--- src/rtl/branch_cond_unit_if.sv ---
`default_nettype none
// +------------------------------------------------------------------------+
// | branch_cond_unit_if : branch request / PC redirect bundle (Rev 1.0)    |
// +------------------------------------------------------------------------+
interface branch_cond_unit_if #(
  parameter int ADDR_W = 12,
  parameter int CNT_W  = 16
) ();
  logic              br_req;
  logic [3:0]        cond;
  logic [ADDR_W-1:0] target;
  logic              N;
  logic              Z;
  logic              C;
  logic              V;

  logic              br_busy;
  logic              br_done;
  logic              taken;
  logic              cond_illegal;
  logic              pc_load;
  logic [ADDR_W-1:0] pc_out;
  logic              flush;
  logic [CNT_W-1:0]  taken_cnt;
  logic [CNT_W-1:0]  eval_cnt;

  // Control unit / flag logic side.
  modport master (
    output br_req, cond, target, N, Z, C, V,
    input  br_busy, br_done, taken, cond_illegal, pc_load, pc_out, flush,
           taken_cnt, eval_cnt
  );

  modport slave (
    input  br_req, cond, target, N, Z, C, V,
    output br_busy, br_done, taken, cond_illegal, pc_load, pc_out, flush,
           taken_cnt, eval_cnt
  );
endinterface
`default_nettype wire

--- src/rtl/branch_cond_unit.sv ---
`default_nettype none
// +------------------------------------------------------------------------+
// | branch_cond_unit : NZCV branch condition evaluation and PC redirect    |
// | Rev 1.0                                                                |
// +------------------------------------------------------------------------+
module branch_cond_unit #(
  parameter int ADDR_W = 12,
  parameter int CNT_W  = 16
) (
  input  logic                clk,
  input  logic                rst,
  branch_cond_unit_if.slave   bus
);

  typedef enum logic [1:0] {
    S_IDLE     = 2'd0,
    S_EVAL     = 2'd1,
    S_REDIRECT = 2'd2,
    S_DONE     = 2'd3
  } state_t;

  localparam logic [CNT_W-1:0] CNT_MAX = {CNT_W{1'b1}};
  localparam logic [CNT_W-1:0] CNT_ONE = {{(CNT_W-1){1'b0}}, 1'b1};
  localparam logic [3:0]       COND_RSVD = 4'hF;

  state_t            state_q, state_d;
  logic [3:0]        cond_q;
  logic [ADDR_W-1:0] target_q;
  logic [3:0]        flags_q;      // {N,Z,C,V} captured at acceptance
  logic              taken_q, taken_d;
  logic [CNT_W-1:0]  taken_cnt_q, taken_cnt_d;
  logic [CNT_W-1:0]  eval_cnt_q, eval_cnt_d;

  logic              w_accept;
  logic              w_base;
  logic              w_cond_true;
  logic              w_n, w_z, w_c, w_v;

  assign w_accept = (state_q == S_IDLE) && bus.br_req;
  assign {w_n, w_z, w_c, w_v} = flags_q;

  // Conditions come in complementary pairs: cond[3:1] picks the base test,
  // cond[0] inverts it. Reserved code F would decode as "never" anyway.
  always_comb begin
    w_base = 1'b0;
    unique case (cond_q[3:1])
      3'd0: w_base = w_z;
      3'd1: w_base = w_c;
      3'd2: w_base = w_n;
      3'd3: w_base = w_v;
      3'd4: w_base = w_c & ~w_z;
      3'd5: w_base = ~(w_n ^ w_v);
      3'd6: w_base = ~w_z & ~(w_n ^ w_v);
      3'd7: w_base = 1'b1;
    endcase
    w_cond_true = (cond_q == COND_RSVD) ? 1'b0 : (w_base ^ cond_q[0]);
  end

  always_ff @(posedge clk) begin
    if (rst) begin
      state_q     <= S_IDLE;
      taken_q     <= 1'b0;
      taken_cnt_q <= '0;
      eval_cnt_q  <= '0;
    end else begin
      state_q     <= state_d;
      taken_q     <= taken_d;
      taken_cnt_q <= taken_cnt_d;
      eval_cnt_q  <= eval_cnt_d;
    end
  end

  // Snapshot of the request; later flag/target changes cannot disturb it.
  always_ff @(posedge clk) begin
    if (rst) begin
      cond_q   <= 4'h0;
      target_q <= '0;
      flags_q  <= 4'h0;
    end else if (w_accept) begin
      cond_q   <= bus.cond;
      target_q <= bus.target;
      flags_q  <= {bus.N, bus.Z, bus.C, bus.V};
    end
  end

  always_comb begin
    state_d     = state_q;
    taken_d     = taken_q;
    taken_cnt_d = taken_cnt_q;
    eval_cnt_d  = eval_cnt_q;
    unique case (state_q)
      S_IDLE: begin
        if (bus.br_req) begin
          state_d = S_EVAL;
        end
      end
      S_EVAL: begin
        taken_d = w_cond_true;
        state_d = w_cond_true ? S_REDIRECT : S_DONE;
      end
      S_REDIRECT: begin
        state_d = S_DONE;
      end
      S_DONE: begin
        if (eval_cnt_q != CNT_MAX) begin
          eval_cnt_d = eval_cnt_q + CNT_ONE;
        end
        if (taken_q && (taken_cnt_q != CNT_MAX)) begin
          taken_cnt_d = taken_cnt_q + CNT_ONE;
        end
        state_d = S_IDLE;
      end
    endcase
  end

  // Outputs decode the registered state only, so no input reaches them combinationally.
  assign bus.br_busy      = (state_q != S_IDLE);
  assign bus.pc_load      = (state_q == S_REDIRECT);
  assign bus.flush        = (state_q == S_REDIRECT);
  assign bus.pc_out       = (state_q == S_REDIRECT) ? target_q : '0;
  assign bus.br_done      = (state_q == S_DONE);
  assign bus.taken        = (state_q == S_DONE) && taken_q;
  assign bus.cond_illegal = (state_q == S_DONE) && (cond_q == COND_RSVD);
  assign bus.taken_cnt    = taken_cnt_q;
  assign bus.eval_cnt     = eval_cnt_q;

endmodule
`default_nettype wire

--- src/flat_wrapper.sv ---
// flat-port wrapper written by rule: the top's interface ports become plain ports
module branch_cond_unit_flat 
#(
  parameter int ADDR_W = 12,
  parameter int CNT_W  = 16
)
  (clk, rst, bus_br_req, bus_cond, bus_target, bus_N, bus_Z, bus_C, bus_V, bus_br_busy, bus_br_done, bus_taken, bus_cond_illegal, bus_pc_load, bus_pc_out, bus_flush, bus_taken_cnt, bus_eval_cnt);
  branch_cond_unit_if #(.ADDR_W(ADDR_W), .CNT_W(CNT_W)) bus_i ();
  input  logic clk;
  input  logic rst;
  input wire logic [$bits(bus_i.br_req)-1:0] bus_br_req;
  input wire logic [$bits(bus_i.cond)-1:0] bus_cond;
  input wire logic [$bits(bus_i.target)-1:0] bus_target;
  input wire logic [$bits(bus_i.N)-1:0] bus_N;
  input wire logic [$bits(bus_i.Z)-1:0] bus_Z;
  input wire logic [$bits(bus_i.C)-1:0] bus_C;
  input wire logic [$bits(bus_i.V)-1:0] bus_V;
  output wire logic [$bits(bus_i.br_busy)-1:0] bus_br_busy;
  output wire logic [$bits(bus_i.br_done)-1:0] bus_br_done;
  output wire logic [$bits(bus_i.taken)-1:0] bus_taken;
  output wire logic [$bits(bus_i.cond_illegal)-1:0] bus_cond_illegal;
  output wire logic [$bits(bus_i.pc_load)-1:0] bus_pc_load;
  output wire logic [$bits(bus_i.pc_out)-1:0] bus_pc_out;
  output wire logic [$bits(bus_i.flush)-1:0] bus_flush;
  output wire logic [$bits(bus_i.taken_cnt)-1:0] bus_taken_cnt;
  output wire logic [$bits(bus_i.eval_cnt)-1:0] bus_eval_cnt;
  assign bus_i.br_req = bus_br_req;
  assign bus_i.cond = bus_cond;
  assign bus_i.target = bus_target;
  assign bus_i.N = bus_N;
  assign bus_i.Z = bus_Z;
  assign bus_i.C = bus_C;
  assign bus_i.V = bus_V;
  assign bus_br_busy = bus_i.br_busy;
  assign bus_br_done = bus_i.br_done;
  assign bus_taken = bus_i.taken;
  assign bus_cond_illegal = bus_i.cond_illegal;
  assign bus_pc_load = bus_i.pc_load;
  assign bus_pc_out = bus_i.pc_out;
  assign bus_flush = bus_i.flush;
  assign bus_taken_cnt = bus_i.taken_cnt;
  assign bus_eval_cnt = bus_i.eval_cnt;
  branch_cond_unit #(.ADDR_W(ADDR_W), .CNT_W(CNT_W)) u_core (.clk(clk), .rst(rst), .bus(bus_i));
endmodule
--- config.mk ---
export PLATFORM = sky130hd
export DESIGN_NAME = branch_cond_unit_flat
export DESIGN_NICKNAME = d
export VERILOG_FILES = /design/src/rtl/branch_cond_unit_if.sv /design/src/rtl/branch_cond_unit.sv /design/src/flat_wrapper.sv
export SDC_FILE = /design/constraint.sdc
export NUM_CORES = 1
export LEC_CHECK = 0
export CAP_MARGIN = 20
export CORE_ASPECT_RATIO = 1.2
export CORE_MARGIN = 5
export CORE_UTILIZATION = 54
export CTS_BUF_LIST = sky130_fd_sc_hd__clkbuf_2
export CTS_CLUSTER_SIZE = 12
export DETAILED_ROUTE_END_ITERATION = 8
export GPL_ROUTABILITY_DRIVEN = 0
export GPL_TIMING_DRIVEN = 0
export PLACE_DENSITY = 0.88
export SKIP_LAST_GASP = 1
export SYNTH_ARGS = -nofsm -noshare
export SYNTH_HDL_FRONTEND = slang
export SYNTH_SLANG_ARGS = --single-unit
--- constraint.sdc ---
create_clock -name clk -period 5.1 [get_ports clk]
set_clock_uncertainty 0.1 [all_clocks]
set_input_delay 1.02 -clock clk [delete_from_list [all_inputs] [get_ports clk]]
set_output_delay 1.02 -clock clk [all_outputs]
set_load 0.05 [all_outputs]
==> flow_metrics.tcl <==
set metrics [dict create \
    outcome "finished clean" \
    final_common_cell "clkdlybuf4s50_1" \
    synth-edff-count 0 \
    irDropWorstVdd_uv 215 \
    path_delay_family "buffers and inverters" \
    met1Wirelength_um 2550 \
    slowest_delay_ns 0.82 \
    port_buffers 72 \
    tns_ns 0 \
    reg2reg_depth 6 \
    synthCells 335 \
    place_area_sq_um 3490 \
    crit_cells 5 \
    rows 28 \
    hp-start "u_core.target_q[1]" \
    syn_avg_cell_area_sq_um 8.03 \
    ctsResizeCount 0 \
    critPathSlowestCell "clkdlybuf4s50_1" \
    setup_slack_ns 1.38 \
    cts_tree "built" \
    postCtsSetupRepairBufs 0 \
    fin_nets 444 \
    synthFlopType "dfxtp_1" \
    hold_slack_ns 0.369 \
    routedWlPerCell_um 13.4 \
    leakagePower_nw 1.25 \
    worstMarginPinSlew_ns 0.835 \
    yosys.area.top_type "dfxtp_1" \
    fp.dieW_um 74.4 \
    cts_max_level 2 \
    powerDensity_nw_per_um2 289 \
    syn_nets 365 \
    hold-path-endpoint "u_core.target_q[1]" \
    n_fill_cell 415 \
    cts_buffers 5 \
    endpoint_kind "output pin" \
    synth_area_leaders "dfxtp_1 (41%), nand2_1 (7.8%), a21oi_1 (6.0%)" \
    finalSetupViolations 0 \
    dr.pass1.iters 4 \
    grt.overflow.total 0 \
    ff2ff_setup_slack_ns 2.89 \
    dieArea_sq_um 6500 \
    layout_common_cells "clkdlybuf4s50_1 (72), nand2_1 (56), dfxtp_1 (55), nor2_1 (38), a21oi_1 (32)" \
    drtIter0Drc 115 \
    antenna_left 0 \
    slew_viol_final 0 \
    min_period_ns 3.72 \
    multiInputGateArea_sq_um 1500 \
    synthDominantCellAreaShare_pct 40.9 \
    diodes 0 \
    yosysSeqAreaShare_pct 40.9 \
    cts_hold_buf 0 \
    cp.arrival_ns 2.60 \
    top_layer_used "met4" \
    final_cell_count_no_fill 475 \
    hold_viol_final 0 \
    clockBufferDepth 2 \
    via_per_inst 5.46 \
    layout-drive-gt1-share_pct 4.10 \
    globalRouteTotalUtil_pct 20.8 \
    antenna_found_initial 0 \
    post-route-period-util_pct 73.0 \
    clkLatencyLatePin_ns 0.47 \
    worstPathMaxFanout 9 \
    critical_path_required_ns 3.98 \
    finalInstanceArea_sq_um 3540 \
    rsz0062_at_grt "no" \
    num_vias 2592 \
    ys_ff_latch 55 \
    cp-start-kind "flip-flop" \
    worst-setup-path-type "reg2out" \
    hold_class "reg2reg" \
    hpwlAfterDp_um 4850 \
    coreArea_sq_um 4870 \
    wl_um 6350 \
    place_ws_ns 1.91 \
    async_flop_share_pct 0 \
    drc_errors 0 \
    fmax_mhz 269 \
    min_path_cells 2 \
    synthDistinctLibCells 43 \
    wl_met2_um 3170 \
    max_cap_viol_count 0 \
    seq_area_sq_um 1100 \
    slew_headroom_pct 43.9 \
    grt_max_degree 19 \
    r2r_start "u_core.bus.taken_cnt[0]" \
    placedCellCount 467 \
    critical_path.reg2reg.endpoint "u_core.bus.taken_cnt[2]" \
    cts_num_sinks 55 \
    floorplan.initialDensity_pct 55.3 \
    cts_root_buf "clkbuf_2" \
    ys_warn_count 0 \
    grt_pass1_wl_um 10700 \
    crit_chain "ha_1 -> clkbuf_1 -> and2_1 -> clkbuf_2 -> clkdlybuf4s50_1" \
    first_global_vias 2534 \
    crit_start "u_core.state_q[1]" \
    cts.clk_slew.worst_paths_ns 0.29 \
    met3_length_um 563 \
    critical_path_buf_inv_count 3 \
    syn_to_final_growth_pct 31.4 \
    dieHeight_um 87.3 \
    io_pins 73 \
    syn_area_sq_um 2690 \
]
## routing by layer
layer | up-vias | GRT usage, %
met3 | 5 | 7.39
met5 | - | 0
met2 | 71 | 36.5
met1 | 1206 | 23.3
met4 | 0 | 5.83
li1 | 1310 | -
## how the worst max path moves through the flow
| stage | slack (ns) | end |
|---|---|---|
| global placement | 1.95 | bus_taken |
| finish | 1.38 | bus_taken |
| CTS | 1.34 | bus_taken |
| floorplan | 2.13 | bus_cond_illegal |
| detailed placement | 1.91 | bus_taken |
| global route | 1.17 | bus_pc_out[1] |
## where the power goes
part / internal [mW] / switching [mW]
clock network: 0.0365 / 0.144
logic: 0.127 / 0.210
registers: 0.469 / 0.0349
## worst min-delay path, delay by kind of cell, from the launching register on
kind	cells	cell delay (ns)
AOI/OAI and AO/OA	1	0.05
DFF	1	0.37
and+or+nand+nor	1	0.05
## layout make-up
type	count	share of cell area (%)
Inverter	6	0.637
Multi-Input combinational cell	257	42.4
Clock inverter	3	0.672
Tap cell	60	2.12
Timing Repair Buffer	72	20.4
Clock buffer	5	0.708
Sequential cell	55	31.1
Buffer	17	1.98
## cell families after synthesis
family          Yosys count  share of synthesized area, %
simple gates            169                          30.6
flops                    55                          40.9
compound gates           51                          11.8
xor+xnor                 24                          7.81
buf+inv                  23                          3.44
fa+ha+maj                 7                          3.25
mux                       6                          2.23
## state kept, by name (all words and copies together), names as in the netlist
| register | cells |
|---|---|
| u_core.bus.eval_cnt | 16 |
| u_core.bus.taken_cnt | 16 |
| u_core.taken_q | 1 |
| u_core.target_q | 12 |
| u_core.cond_q | 4 |
| u_core.state_q | 2 |
| u_core.flags_q | 4 |
## synth_stat cells (2+ instances only)
cell type and n:
nor2b_1 2, nand2b_1 3, buf_1 3, clkbuf_1 11, nand2_1 56, nand3_1 15
and3_1 5, nor2_1 38, nor3_1 6, nor4_1 5, o211ai_1 2, and2_1 15
ha_1 7, or2_2 2, inv_1 6, or3_1 2, o21ai_0 4, dfxtp_1 55
xnor2_1 14, xor2_1 10, nand4_1 9, or4_1 2, o2111ai_1 3, a21oi_1 32
mux2i_1 6, and4_1 5
## stage by stage
stage | utilization, % | power (mW)
after global routing | 72.6 | 1.08
after floorplan | - | 0.745
after global placement | 71.6 | 0.838
after detailed placement | 71.6 | 0.849
after CTS | 72.6 | 1.03
final | 72.6 | 1.02
Note: power is estimated with default switching activity, not from simulation.
